<file path="config.mk">
export PLATFORM = sky130hd
export DESIGN_NAME = vc_input_unit_flat
export DESIGN_NICKNAME = d
export VERILOG_FILES = /design/src/rtl/vc_input_unit_pkg.sv /design/src/rtl/vc_input_unit_if.sv /design/src/rtl/vc_input_unit_fifo.sv /design/src/rtl/vc_input_unit.sv /design/src/flat_wrapper.sv
export SDC_FILE = /design/constraint.sdc
export NUM_CORES = 1
export LEC_CHECK = 0
export CORE_MARGIN = 3
export CORE_UTILIZATION = 40
export DETAILED_ROUTE_END_ITERATION = 6
export PLACE_DENSITY = 0.54
export SKIP_CTS_REPAIR_TIMING = 1
export SYNTH_ARGS = -nofsm -noshare
export SYNTH_HDL_FRONTEND = slang
export SYNTH_SLANG_ARGS = --single-unit
</file>
<file path="constraint.sdc">
create_clock -name clk -period 4.68 [get_ports clk]
set_input_delay 0.702 -clock clk [delete_from_list [all_inputs] [get_ports clk]]
set_output_delay 0.702 -clock clk [all_outputs]
set_load 0.03 [all_outputs]
</file>
<file path="src/rtl/vc_input_unit_pkg.sv">
// Shared NoC types for the VC input unit: flit layout, flit/FSM enums, width helpers.
package params_noc;

  localparam int NUM_VC_DEF   = 2;
  localparam int PORT_NUM_DEF = 5;
  localparam int DATA_W       = 16;

  // Width of an index field; a single-entry range still needs one bit.
  function automatic int clog2w(input int n);
    return (n > 1) ? $clog2(n) : 1;
  endfunction

  localparam int VC_W   = clog2w(NUM_VC_DEF);
  localparam int PORT_W = clog2w(PORT_NUM_DEF);

  typedef enum logic [1:0] {HEAD, BODY, TAIL, HEADTAIL} flit_type_e;
  typedef enum logic [1:0] {IDLE, VA, ACTIVE} vc_state_e;

  typedef struct packed {
    flit_type_e          ftype;
    logic [PORT_W-1:0]   dest;
    logic [DATA_W-1:0]   payload;
  } flit_t;

endpackage

</file>
<file path="src/rtl/vc_input_unit_if.sv">
// Upstream/allocator-facing bundle of the VC input unit.
interface vc_input_unit_if
  import params_noc::*;
#(
  parameter int NUM_VC   = 2,
  parameter int PORT_NUM = 5
);
  localparam int VCW = clog2w(NUM_VC);
  localparam int PW  = clog2w(PORT_NUM);

  logic                         write_i;
  logic [VCW-1:0]               write_vc_i;
  flit_t                        flit_i;
  logic [NUM_VC-1:0]            read_i;
  flit_t                        flit_o;
  logic [NUM_VC-1:0]            vc_alloc_i;
  logic [NUM_VC-1:0][VCW-1:0]   downstream_vc_i;
  logic [NUM_VC-1:0]            vc_req_o;
  logic [NUM_VC-1:0]            switch_req_o;
  logic [NUM_VC-1:0][PW-1:0]    port_o;
  logic [NUM_VC-1:0][VCW-1:0]   downstream_vc_o;
  logic [NUM_VC-1:0]            buf_full_o;
  logic [NUM_VC-1:0]            buf_empty_o;
  logic [NUM_VC-1:0]            credit_o;
  logic [NUM_VC-1:0]            err_o;

  modport master (
    output write_i, write_vc_i, flit_i, read_i, vc_alloc_i, downstream_vc_i,
    input  flit_o, vc_req_o, switch_req_o, port_o, downstream_vc_o,
           buf_full_o, buf_empty_o, credit_o, err_o
  );

  modport slave (
    input  write_i, write_vc_i, flit_i, read_i, vc_alloc_i, downstream_vc_i,
    output flit_o, vc_req_o, switch_req_o, port_o, downstream_vc_o,
           buf_full_o, buf_empty_o, credit_o, err_o
  );

endinterface

</file>
<file path="src/rtl/vc_input_unit_fifo.sv">
// Per-VC flit FIFO; head is visible combinationally, push/pop are pre-qualified by the caller.
module vc_fifo
  import params_noc::*;
#(
  parameter int BUFFER_SIZE = 8
) (
  input  logic  clk,
  input  logic  rst_n,
  input  logic  i_push,
  input  logic  i_pop,
  input  flit_t i_data,
  output flit_t o_head,
  output logic  o_full,
  output logic  o_empty
);
  localparam int AW = $clog2(BUFFER_SIZE);

  flit_t          r_mem [BUFFER_SIZE];
  logic [AW-1:0]  r_wr_ptr;
  logic [AW-1:0]  r_rd_ptr;
  logic [AW:0]    r_count;

  always_ff @(posedge clk) begin
    if (i_push) r_mem[r_wr_ptr] <= i_data;
  end

  always_ff @(posedge clk or negedge rst_n) begin
    if (!rst_n) begin
      r_wr_ptr <= '0;
      r_rd_ptr <= '0;
      r_count  <= '0;
    end else begin
      if (i_push) r_wr_ptr <= r_wr_ptr + AW'(1);
      if (i_pop)  r_rd_ptr <= r_rd_ptr + AW'(1);
      case ({i_push, i_pop})
        2'b10:   r_count <= r_count + (AW+1)'(1);
        2'b01:   r_count <= r_count - (AW+1)'(1);
        default: r_count <= r_count;
      endcase
    end
  end

  assign o_head  = r_mem[r_rd_ptr];
  assign o_full  = (r_count == (AW+1)'(BUFFER_SIZE));
  assign o_empty = (r_count == '0);

endmodule

</file>
<file path="src/rtl/vc_input_unit.sv">
// Router input port: one FIFO and one packet FSM per virtual channel, with sticky protocol errors.
//   state  | meaning
//   IDLE   | waiting for a HEAD/HEADTAIL at the FIFO head; stray BODY/TAIL flits are dropped
//   VA     | requesting a downstream VC
//   ACTIVE | downstream VC owned; flits forwarded on switch grant until the tail leaves
module vc_input_unit
  import params_noc::*;
#(
  parameter int NUM_VC      = 2,
  parameter int BUFFER_SIZE = 8,
  parameter int PORT_NUM    = 5
) (
  input logic            clk,
  input logic            rst_n,
  vc_input_unit_if.slave bus
);
  localparam int VCW = clog2w(NUM_VC);
  localparam int PW  = clog2w(PORT_NUM);

  flit_t             w_head [NUM_VC];
  logic [NUM_VC-1:0] w_full;
  logic [NUM_VC-1:0] w_empty;
  logic              w_read_onehot;

  assign w_read_onehot = (bus.read_i != '0) &&
                         ((bus.read_i & (bus.read_i - NUM_VC'(1))) == '0);

  always_comb begin
    bus.flit_o = '0;
    for (int v = 0; v < NUM_VC; v++) begin
      if (bus.read_i[v]) bus.flit_o = w_head[v];
    end
  end

  for (genvar v = 0; v < NUM_VC; v++) begin : g_vc
    vc_state_e       r_state;
    logic [PW-1:0]   r_port;
    logic [VCW-1:0]  r_dvc;
    logic            r_err;
    logic            r_credit;
    logic            w_write_hit, w_push, w_rd_ok, w_discard, w_pop, w_err_set;
    logic            w_head_start, w_head_end;

    assign w_head_start = (w_head[v].ftype == HEAD) || (w_head[v].ftype == HEADTAIL);
    assign w_head_end   = (w_head[v].ftype == TAIL) || (w_head[v].ftype == HEADTAIL);
    assign w_write_hit  = bus.write_i && (bus.write_vc_i == VCW'(v));
    assign w_push       = w_write_hit && !w_full[v];
    assign w_rd_ok      = bus.read_i[v] && w_read_onehot && (r_state == ACTIVE) && !w_empty[v];
    assign w_discard    = (r_state == IDLE) && !w_empty[v] && !w_head_start;
    assign w_pop        = w_rd_ok || w_discard;
    // A refused read, a write into a full FIFO, a stray grant or an orphan flit all flag the VC.
    assign w_err_set    = (w_write_hit && w_full[v]) || (bus.read_i[v] && !w_rd_ok) ||
                          (bus.vc_alloc_i[v] && (r_state != VA)) || w_discard;

    vc_fifo #(.BUFFER_SIZE(BUFFER_SIZE)) u_fifo (
      .clk     (clk),
      .rst_n   (rst_n),
      .i_push  (w_push),
      .i_pop   (w_pop),
      .i_data  (bus.flit_i),
      .o_head  (w_head[v]),
      .o_full  (w_full[v]),
      .o_empty (w_empty[v])
    );

    always_ff @(posedge clk or negedge rst_n) begin
      if (!rst_n) begin
        r_state  <= IDLE;
        r_port   <= '0;
        r_dvc    <= '0;
        r_err    <= 1'b0;
        r_credit <= 1'b0;
      end else begin
        r_err    <= r_err | w_err_set;
        r_credit <= w_pop;
        case (r_state)
          IDLE: begin
            if (!w_empty[v] && w_head_start) begin
              r_state <= VA;
              r_port  <= PW'(w_head[v].dest);
            end
          end
          VA: begin
            if (bus.vc_alloc_i[v]) begin
              r_dvc   <= bus.downstream_vc_i[v];
              r_state <= ACTIVE;
            end
          end
          ACTIVE: begin
            if (w_rd_ok && w_head_end) r_state <= IDLE;
          end
          default: r_state <= IDLE;
        endcase
      end
    end

    assign bus.vc_req_o[v]        = (r_state == VA);
    assign bus.switch_req_o[v]    = (r_state == ACTIVE) && !w_empty[v];
    assign bus.port_o[v]          = r_port;
    assign bus.downstream_vc_o[v] = r_dvc;
    assign bus.err_o[v]           = r_err;
    assign bus.credit_o[v]        = r_credit;
  end

  assign bus.buf_full_o  = w_full;
  assign bus.buf_empty_o = w_empty;

endmodule
</file>
<file path="src/flat_wrapper.sv">
// flat-port wrapper written by rule: the top's interface ports become plain ports
module vc_input_unit_flat import params_noc::*;
#(
  parameter int NUM_VC      = 2,
  parameter int BUFFER_SIZE = 8,
  parameter int PORT_NUM    = 5
)
  (clk, rst_n, bus_write_i, bus_write_vc_i, bus_flit_i, bus_read_i, bus_vc_alloc_i, bus_downstream_vc_i, bus_flit_o, bus_vc_req_o, bus_switch_req_o, bus_port_o, bus_downstream_vc_o, bus_buf_full_o, bus_buf_empty_o, bus_credit_o, bus_err_o);
  vc_input_unit_if #(.NUM_VC(NUM_VC), .PORT_NUM(PORT_NUM)) bus_i ();
  input logic clk;
  input logic rst_n;
  input wire logic [$bits(bus_i.write_i)-1:0] bus_write_i;
  input wire logic [$bits(bus_i.write_vc_i)-1:0] bus_write_vc_i;
  input wire logic [$bits(bus_i.flit_i)-1:0] bus_flit_i;
  input wire logic [$bits(bus_i.read_i)-1:0] bus_read_i;
  input wire logic [$bits(bus_i.vc_alloc_i)-1:0] bus_vc_alloc_i;
  input wire logic [$bits(bus_i.downstream_vc_i)-1:0] bus_downstream_vc_i;
  output wire logic [$bits(bus_i.flit_o)-1:0] bus_flit_o;
  output wire logic [$bits(bus_i.vc_req_o)-1:0] bus_vc_req_o;
  output wire logic [$bits(bus_i.switch_req_o)-1:0] bus_switch_req_o;
  output wire logic [$bits(bus_i.port_o)-1:0] bus_port_o;
  output wire logic [$bits(bus_i.downstream_vc_o)-1:0] bus_downstream_vc_o;
  output wire logic [$bits(bus_i.buf_full_o)-1:0] bus_buf_full_o;
  output wire logic [$bits(bus_i.buf_empty_o)-1:0] bus_buf_empty_o;
  output wire logic [$bits(bus_i.credit_o)-1:0] bus_credit_o;
  output wire logic [$bits(bus_i.err_o)-1:0] bus_err_o;
  assign bus_i.write_i = bus_write_i;
  assign bus_i.write_vc_i = bus_write_vc_i;
  assign bus_i.flit_i = bus_flit_i;
  assign bus_i.read_i = bus_read_i;
  assign bus_i.vc_alloc_i = bus_vc_alloc_i;
  assign bus_i.downstream_vc_i = bus_downstream_vc_i;
  assign bus_flit_o = bus_i.flit_o;
  assign bus_vc_req_o = bus_i.vc_req_o;
  assign bus_switch_req_o = bus_i.switch_req_o;
  assign bus_port_o = bus_i.port_o;
  assign bus_downstream_vc_o = bus_i.downstream_vc_o;
  assign bus_buf_full_o = bus_i.buf_full_o;
  assign bus_buf_empty_o = bus_i.buf_empty_o;
  assign bus_credit_o = bus_i.credit_o;
  assign bus_err_o = bus_i.err_o;
  vc_input_unit #(.NUM_VC(NUM_VC), .BUFFER_SIZE(BUFFER_SIZE), .PORT_NUM(PORT_NUM)) u_core (.clk(clk), .rst_n(rst_n), .bus(bus_i));
endmodule
</file>
======== After elaboration in Yosys (flattened, before gate mapping) ========
Memory sizes are Yosys's and may differ from the RTL's.
Index checks and enable logic that the tools add are counted.
word-level totals
  bits in registers ....................... 36
  bits in writable memories ............... 336
  input port bits ......................... 31
  output and inout bits ................... 41
  logic and storage cells ................. 132
  memories kept ........................... 2
memory list
  memory                       depth  bits a word  read ports  clocked after memory_dff  wr ports  line                      source
  u_core.g_vc[0].u_fifo.r_mem  8      21           1           0                         1         vc_input_unit_fifo.sv:18  flit_t r_mem [BUFFER_SIZE];
  u_core.g_vc[1].u_fifo.r_mem  8      21           1           0                         1         vc_input_unit_fifo.sv:18
operators by class
  add/sub/neg operators ................... 9
  equality and inequality tests ........... 22
  multiplexer cells ....................... 16
  bitwise gates (word level) .............. 4
  reduce and logical (&&, ||, !) cells .... 63
operators with widths
  cell                                                                     count
  21-bit two-way mux                                                       2
  1-bit logical AND                                                        27
  2-bit == test, second input constant                                     8
  4-bit case mux with 2 select lines                                       2
  3-bit by 1-bit adder with 3-bit output, second input constant            4
  1-bit logical OR                                                         12
  2-bit two-way mux                                                        6
  2-bit case mux with 3 select lines                                       2
  2-bit logical NOT                                                        5
  2-bit inequality test, second input constant                             5
  4-bit by 1-bit adder with 4-bit output, second input constant            2
  2-bit by 1-bit == test with 1-bit output, second input constant          4
  4-bit == test, second input constant                                     2
  1-bit logical NOT                                                        8
  4-bit logical NOT                                                        2
  2-bit AND reduction                                                      4
  4-bit by 1-bit subtractor with 4-bit output, second input constant       2
  2-bit by 1-bit inequality test with 1-bit output, second input constant  3
  3-bit AND reduction                                                      2
  2-bit nonzero test                                                       3
  1-bit two-way mux                                                        4
  2-bit bitwise AND                                                        1
  1-bit OR                                                                 2
  2-bit by 1-bit subtractor with 2-bit output, second input constant       1
  1-bit NOT                                                                1

======== Depth between registers and ports, before layout ========
Gate-level depths: netlist (run 1).
  depth in word-level cells ............... 13
  gate-level depth with buffers ........... 15
  mapped depth without buffers ............ 13

======== Modules after synthesis ========
A second synthesis (run 1) with hierarchy kept.
second synthesis, totals
  cells, all modules ...................... 700
  area, all modules ....................... 15,120.8 um^2
by module, submodules not included
  module                            times used  cells an instance  area each (um^2)  seq. area each (um^2)
  vc_fifo at u_core.g_vc[0].u_fifo  1           298                7,055.5           5,295.1
  vc_fifo at u_core.g_vc[1].u_fifo  1           297                7,018.0           5,295.1
  vc_input_unit                     1           105                1,047.3           400.4

======== Worst setup path after synthesis (run 1) ========
No wires, ideal clock.
  kind .................................... flip-flop to flip-flop
  from .................................... reg u_core.g_vc[1].u_fifo.r_rd_ptr[1]
  to ...................................... reg u_core.g_vc[1].u_fifo.r_count[2]
  setup time .............................. 131 ps
  arrival ................................. 3,465 ps
  setup slack ............................. 1,084 ps
  cell stages (with the launch flop) ...... 15
  path buffers ............................ 2
  path through ............................ dfrtp_1 -> buf_6 -> buf_12 -> mux4_1 -> mux2_2 -> ha_1 -> or2_2 -> a211oi_2 -> ha_1 -> xor2_1 -> ha_1 -> a21oi_1 -> xor2_1 -> nor2_1 -> xor2_1
between the ends
  word-level cells in the longest chain between the ends .. 8
ends and longest elaborated chain
  item                                                                       line                      source
  start: declaration                                                         vc_input_unit_fifo.sv:20  logic [AW-1:0] r_rd_ptr;
  start signal: assignment                                                   vc_input_unit_fifo.sv:34  if (i_pop) r_rd_ptr <= r_rd_ptr + AW'(1);
  memory 8 x 21 bit *                                                        n/a
  2-bit == test or 2-bit logical NOT (tied branches)                         vc_input_unit.sv:44       assign w_head_start = (w_head[v].ftype == HEAD) || (w_head[v].ftype == HEADTAIL);
  1-bit logical OR *                                                         vc_input_unit.sv:44
  1-bit logical NOT *                                                        vc_input_unit.sv:49       assign w_discard = (r_state == IDLE) && !w_empty[v] && !w_head_start;
  1-bit logical AND *                                                        vc_input_unit.sv:49
  1-bit logical OR *                                                         vc_input_unit.sv:50       assign w_pop = w_rd_ok || w_discard;
  via u_core.g_vc[1].u_fifo.i_pop                                            vc_input_unit_fifo.sv:10  input logic i_pop,
  2-bit by 1-bit == test with 1-bit output or 2-bit == test (tied branches)  vc_input_unit_fifo.sv:35  case ({i_push, i_pop})
  4-bit case mux with 2 select lines or 2-bit nonzero test (tied branches)   n/a
  end signal: assignment                                                     vc_input_unit_fifo.sv:36  2'b10: r_count <= r_count + (AW+1)'(1);
  end signal: assignment                                                     vc_input_unit_fifo.sv:37  2'b01: r_count <= r_count - (AW+1)'(1);
  end signal: assignment                                                     vc_input_unit_fifo.sv:38  default: r_count <= r_count;
  end: declaration                                                           vc_input_unit_fifo.sv:21  logic [AW:0] r_count;
Mark *: on every way through the listed nets, which the timed path passes. The rest lies on a longest branch.
A chain may end at the register's enable or synchronous reset.

======== Final worst setup path (run 1) ========
  from .................................... reg u_core.g_vc[0].u_fifo.r_rd_ptr[1]
  to ...................................... out bus_flit_o[18]
between the ends
  word-level cells in the longest chain between the ends .. 3
ends and longest elaborated chain
  item                              line                      source
  start: declaration                vc_input_unit_fifo.sv:20
  start signal: assignment          vc_input_unit_fifo.sv:34
  memory 8 x 21 bit                 n/a
  21-bit two-way mux (2 in series)  vc_input_unit.sv:31       if (bus.read_i[v]) bus.flit_o = w_head[v];
  end: declaration                  flat_wrapper.sv:18        output wire logic [$bits(bus_i.flit_o)-1:0] bus_flit_o;
Every way passes these cells.

==> impl_results.md, run 1 <==
- Outcome: complete, no violations
- GRT Total Usage: 0.169
- Syn Nets: between 800 and 900
- Die Wd: approximately 200 um
- Sequential share of power: 0.390
- HPWL Detailed: slightly above 20,000 um
- Synth Flop Type: edfxtp_1
- Asr flop ratio synth: 0.0968
- EDFF count, synth: roughly 340
- Deepest clock path buffer count: 3
- Worst Skew: about 0.014 ns
- Final GP Congestion: 0.731
- Switching power: 3.64 mW
- Most frequent cell after synthesis: edfxtp_1
- CP max-delay cell: clkdlybuf4s50_1
- Post-synth top cells: edfxtp_1, mux2i_1, nand2_1
- Critical path fanouts, max: 28
- Final cycle utilization of the critical path: 0.839
- Slowest stage delay, CP: ~0.59 ns
- CP cell instances: buf_4, mux4_2, mux2_2, a22o_1, clkdlybuf4s50_1
- First-pass GRT wire length: roughly 50,000 um
- Register clock-pin slew on the reported worst setup and hold paths: ~0.06 ns
- Fin Hold WS: 0.284 ns
- Antenna cell count: 0
- Comb power frac: 0.349
- Clk pwr share: 0.261
- Setup TNS: 0 ns
- Initial Util: 0.408
- H-tree level count: 2
- GRT overflow: 0
- Upper clock frequency limit: about 0.25 GHz
- DIE AREA: 0.0399 sq mm
- Required time worst endpoint: 3.98 ns
- Yosys cell types: 46
- PD cells: about 630 mW/mm^2
- Static leakage: a little over 6 nW
- Register area share after synthesis: 0.732
- Worst slew margin: 0.440
- DR pass1 iterations: 5
- Yosys warning total: 0
- Vias in the first global route: 7,815
- Core ar.: 0.0368 sq mm
- Worst hold-check path type: input pin to async pin
- Unrepaired setup endpoints after global routing: no
- DRC Markers: 0
- Layout Nets: 986
- Routed WL per cell: roughly 23 um
- Transition time of the tightest slew-check pin: 0.840 ns
- I/O Buffers: ~70
- # IOs: 72
- Final Core Density: 0.481
- Number of cell rows: 70
- Slew Limit Fails: 0
- CP endpoint kind: primary output
- CTS Buf Count: 40
- Worst R2R Setup Slack: between 0.9 and 1 ns
- Clock sinks: 372
- Root Buffer: clkbuf_16
- WS Path Type: flip-flop to primary output
- Routed WL: around 33,000 um
- Synth top area share: 0.672
- Die Y-Extent: 200 um
- Layout cell share with drive strength beyond 1: 0.192
- Filler cells: 3,142
- Synth area leader: edfxtp_1
- Mapped Cells: roughly 840
- DRT iter0 DRCs: 494
- Post-layout min period: slightly below 4 ns
- Max-Cap Viols: 0
- Initial antenna violation count: 0
- Layout area overhead: 17.8%
- Worst-skew pair later-pin latency: 0.53 ns
- Avg Cell Area, Syn: between 15 and 20 sq um
- Vias per Instance: 5.30
- P_int: approximately 7.5 mW
- Final ANT Viol Nets: 0
- Startpoint Class: flip-flop
- CTS tree: built
- Critical path arrival: about 3.2 ns
- Total number of vias: 7,623
- Final setup fails: 0
- Post-Syn Area: about 0.015 sq mm
- Largest net degree at the start of global routing: 45
- Worst IR Drop VDD: roughly 440 uV
- Fin. Hold Viols: 0
- Switching portion of total power: 0.328
- Synth area leaders: edfxtp_1, mux2i_1, dfrtp_1
- Yosys reg bits: approximately 370
## flip-flops by register name, summed over array words and instances (netlist names)
register / count
u_core.g_vc.r_state: 4
u_core.g_vc.r_dvc: 2
u_core.g_vc.r_credit: 2
u_core.g_vc.r_err: 2
u_core.g_vc.u_fifo.r_count: 8
u_core.g_vc.u_fifo.r_rd_ptr: 6
u_core.g_vc.u_fifo.r_mem: 336
u_core.g_vc.u_fifo.r_wr_ptr: 6
u_core.g_vc.r_port: 6
## power groups by stage
stage | Clock, mW | Sequential (mW) | Combinational (mW)
after global placement | 0 | 4.39 | 3.93
after global routing | 3.12 | 4.37 | 4.20
final | 2.89 | 4.33 | 3.87
after floorplan | 0 | 4.30 | 2.67
after CTS | 2.97 | 4.33 | 3.94
after detailed placement | 0 | 4.40 | 3.93
## logic make-up (layout without fill, tap and decap cells)
logic type      count (synthesis)  in the layout  synth area share
compound gates                 76             76            0.0391
mux                           156            156             0.137
flops                         372            372             0.732
fa+ha+maj                      14             14            0.0117
xor+xnor                       16             16           0.00933
simple gates                  145            145            0.0488
buf+inv                        58            191            0.0222
## critical path, delay by kind of cell (launching register included)
kind | cells | cell delay (ns)
buf+inv | 2 | 1.04
compound gates | 1 | 0.25
mux | 2 | 0.90
flops | 1 | 0.49
## final cells by class
| cell class | instances | area [sq um] | share of cell area |
|---|---|---|---|
| Sequential cell | 372 | 11000 | 0.621 |
| Multi-Input combinational cell | 407 | 3750 | 0.212 |
| Timing Repair Buffer | 113 | 1140 | 0.0645 |
| Clock buffer | 53 | 1080 | 0.0610 |
| Tap cell | 468 | 586 | 0.0331 |
| Clock inverter | 18 | 120 | 0.00678 |
| Inverter | 7 | 26.3 | 0.00148 |
## through the flow
step	worst slack (ns)	instances	instance area, sq um	power, mW
6_report	0.754	1438	17700	11.1
5_1_grt	0.626	1438	17700	11.7
4_1_cts	0.699	1438	17700	11.2
3_5_place_dp	0.951	1367	16500	8.33
3_3_place_gp	0.967	1367	16500	8.32
2_1_floorplan	1.08	837	15000	6.97
## path summary, 6_finish.rpt
kind                                                   startpoint                                end  depth (start not counted)
worst max-delay path            u_core.g_vc[0].u_fifo.r_rd_ptr[1]                     bus_flit_o[18]                          5
worst min-delay path                                        rst_n   u_core.g_vc[0].u_fifo.r_count[3]                          1
worst max register to register  u_core.g_vc[1].u_fifo.r_rd_ptr[1]   u_core.g_vc[1].u_fifo.r_count[2]                         12
worst min register to register               u_core.g_vc[1].r_dvc               u_core.g_vc[1].r_dvc                          1
max in group asynchronous                                   rst_n  u_core.g_vc[1].u_fifo.r_rd_ptr[1]                          1
min in group clk                             u_core.g_vc[1].r_dvc               u_core.g_vc[1].r_dvc                          1
## layer usage
layer	vias up	routed length, um	global-route usage	share of wire
met4	0	607	0.0395	0.018
li1	3512	-	-	-
met2	168	15900	0.280	0.48
met5	-	0	0	0
met1	3898	15200	0.238	0.46
met3	45	1360	0.0269	0.041
## cells in the final DEF (no fill, tap or decap), types with 9 or more instances in the layout
master           instances
nor2_2                  12
o21ai_0                 10
buf_12                  12
clkinv_1                10
nand2b_1                 9
o2111ai_1               16
mux4_2                  30
buf_4                   42
clkbuf_16               40
nand2_1                 65
a22oi_1                 32
mux2_2                  23
dfrtp_1                 34
ha_1                    14
edfxtp_1               336
clkbuf_1                10
mux2i_1                 97
clkdlybuf4s50_1         58
nand3_1                 17
(Power assumes the default switching activity.)
==> inputs of run 2 (changes only) <==
- PLACE_DENSITY: 0.54 -> 0.56
- clock period: 4.68 -> 3.4 ns (I/O delays scaled with it)
==> impl_results.md, run 2 (synthesis gave the netlist of run 1 again) <==
- R2r startpoint: u_core.g_vc[1].u_fifo.r_rd_ptr[1] (unchanged)
- Largest Register: u_core.g_vc.u_fifo.r_mem (unchanged)
- First-pass GRT wire length: 49,100 um (was 49,900 um)
- Layout area overhead: 19.9% (was 17.8%)
- Unrepaired setup endpoints after global routing: yes (was no)
- P_int: 10.9 mW (was 7.45 mW)
- Worst IR Drop VDD: 510 uV (was 443 uV)
- CTS Buf Count: 41 (was 40)
- Outcome: complete, but fails checks (was complete, no violations)
- Layout cell share with drive strength beyond 1: 0.229 (was 0.192)
- DRC Markers: 0 (unchanged)
- Required time worst endpoint: 3.80 ns (was 3.98 ns)
- Worst Skew: 0.0103 ns (was 0.0137 ns)
- Slew Limit Fails: 0 (unchanged)
- # IOs: 72 (unchanged)
- Switching power: 5.15 mW (was 3.64 mW)
- Static leakage: 6.25 nW (was 6.11 nW)
- Post-layout min period: approximately 3.5 ns
- I/O Buffers: 71 (unchanged)
- H-tree level count: 2 (unchanged)
- CTS tree: built (unchanged)
- Initial antenna violation count: 3 (was 0)
- Core ar.: 0.0368 sq mm (unchanged)
- Vias in the first global route: 7,850 (was 7,815)
- DR pass1 iterations: 5 (unchanged)
- Worst R2R Setup Slack: -0.08 ns (was 0.99 ns)
- Deepest clock path buffer count: 3 (unchanged)
- Max FFs per register: 336 (unchanged)
- Routed WL: 32,800 um (was 33,000 um)
- Final cycle utilization of the critical path: 1.02
- PD cells: 890 mW/mm^2 (was 626 mW/mm^2)
- Total number of vias: 7,773 (was 7,623)
- Comb power frac: 0.353 (was 0.349)
- CP endpoint kind: flip-flop (was primary output)
- WS Path Type: flip-flop to flip-flop (was flip-flop to primary output)
- Setup ws final: -0.0847 ns (was 0.754 ns)
- Setup crit end: u_core.g_vc[1].u_fifo.r_count[3] (was bus_flit_o[18])
- Total power: 16.0 mW (was 11.1 mW)
- Die Y-Extent: 200 um (unchanged)
- Critical path fanouts, max: 8 (was 28)
- Final GP Congestion: 0.740 (was 0.731)
- Final ANT Viol Nets: 0 (unchanged)
- Clk pwr share: 0.276 (was 0.261)
- Sequential share of power: 0.370 (was 0.390)
- GRT overflow: 0 (unchanged)
- Switching portion of total power: 0.321 (was 0.328)
- Routed WL per cell: 22.6 um (was 23.0 um)
- Worst hold-check path type: input pin to async pin (unchanged)
- Final setup fails: 1 (was 0)
- Worst setup path startpoint: u_core.g_vc[1].u_fifo.r_rd_ptr[1] (was u_core.g_vc[0].u_fifo.r_rd_ptr[1])
- Worst slew margin: 0.437 (was 0.440)
- Placed instance area: 0.0166 sq mm (was 0.0165 sq mm)
- Critical path arrival: 3.89 ns (was 3.22 ns)
- Worst Reg-to-Reg Cells: 12 (unchanged)
- DRT iter0 DRCs: 472 (was 494)
- Layout Nets: 994 (was 986)
- Startpoint Class: flip-flop (unchanged)
- Max-Cap Viols: 0 (unchanged)
- DIE AREA: 0.0399 sq mm (unchanged)
- Upper clock frequency limit: 0.287 GHz
- Vias per Instance: 5.36 (was 5.30)
- FF-to-FF End: u_core.g_vc[1].u_fifo.r_count[3] (was u_core.g_vc[1].u_fifo.r_count[2])
- Commonest non-fill, non-tap cell in the layout: edfxtp_1 (unchanged)
- Die Wd: 200 um (unchanged)
- Fin. Hold Viols: 0 (unchanged)
- Worst-skew pair later-pin latency: 0.53 ns (about the same)
- Violated checks: setup timing
- Number of cell rows: 70 (unchanged)
- Register clock-pin slew on the reported worst setup and hold paths: 0.06 ns (about the same)
- Root Buffer: clkbuf_16 (unchanged)
- Final instance area: 0.0180 sq mm (was 0.0177 sq mm)
- Largest net degree at the start of global routing: 37 (was 45)
- Largest registers: u_core.g_vc.u_fifo.r_mem: 336 flops, u_core.g_vc.u_fifo.r_count: 8 flops (unchanged)
- Most frequent cells in the layout: edfxtp_1, mux2i_1, nand2_1, buf_4, clkdlybuf4s50_1 (was edfxtp_1, mux2i_1, nand2_1, clkdlybuf4s50_1, buf_4)
- Transition time of the tightest slew-check pin: 0.845 ns (was 0.840 ns)
- Initial Util: 0.408 (unchanged)
- Clock sinks: 372 (unchanged)
- GRT Total Usage: 0.166 (was 0.169)
- HPWL Detailed: 19,500 um (was 20,700 um)
run 2: worst max-delay path: stages, from the launching register on:
cell	delay [ns]
dfrtp_4	0.49
mux4_2	0.52
mux2_4	0.30
inv_2	0.07
ha_4	0.20
or2_4	0.23
a211oi_4	0.29
buf_4	0.17
ha_4	0.17
nand3b_1	0.07
a2111oi_0	0.52
nor3_1	0.17
xnor2_1	0.15
run 2: power groups by stage:
| stage | Combinational, mW | Clock, mW | Sequential, mW |
|---|---|---|---|
| floorplan | 3.74 | 0 | 5.92 |
| global placement | 5.54 | 0 | 6.00 |
| detailed placement | 5.57 | 0 | 6.02 |
| CTS | 5.59 | 4.54 | 5.93 |
| global route | 6.14 | 4.72 | 6.00 |
| finish | 5.67 | 4.43 | 5.94 |
run 2: area by class of cell:
class                   count  area [sq um]
fillers                  3101         18800
flip-flops and latches    372         11000
multi-input cells         407          3810
repair buffers            120          1230
clock buffers              47          1090
well taps                 468           586
clock inverters            26           263
inverters                   7          26.3
diodes                      2          5.00
run 2: per-layer routing:
layer	vias to the layer above	GRT usage	wire length (um)	share of wire
li1	3525	-	-	-
met3	47	0.0307	1490	0.046
met2	181	0.262	15100	0.46
met5	-	0	20	0.00061
met4	2	0.0426	569	0.017
met1	4018	0.240	15600	0.48
run 2: per-stage QoR:
step | instances | utilization | setup TNS, ns | setup slack, ns | hold WS (ns)
after floorplan | 837 | - | 0 | 0.00581 | 0.214
after global placement | 1370 | 0.451 | 0 | 0.100 | 0.492
after detailed placement | 1370 | 0.451 | 0 | 0.0785 | 0.502
after CTS | 1443 | 0.488 | -1.33 | -0.214 | 0.0974
after global routing | 1448 | 0.490 | -0.344 | -0.279 | 0.140
final | 1449 | 0.490 | -0.0847 | -0.0847 | 0.0797
run 2: worst min-delay path by stage:
stage	to	slack [ns]
floorplan	u_core.g_vc[0].r_credit	0.21
global placement	u_core.g_vc[0].r_dvc	0.49
detailed placement	u_core.g_vc[0].r_dvc	0.50
CTS	u_core.g_vc[0].u_fifo.r_count[2]	0.1
global route	u_core.g_vc[0].u_fifo.r_count[2]	0.14
finish	u_core.g_vc[0].u_fifo.r_count[2]	0.08
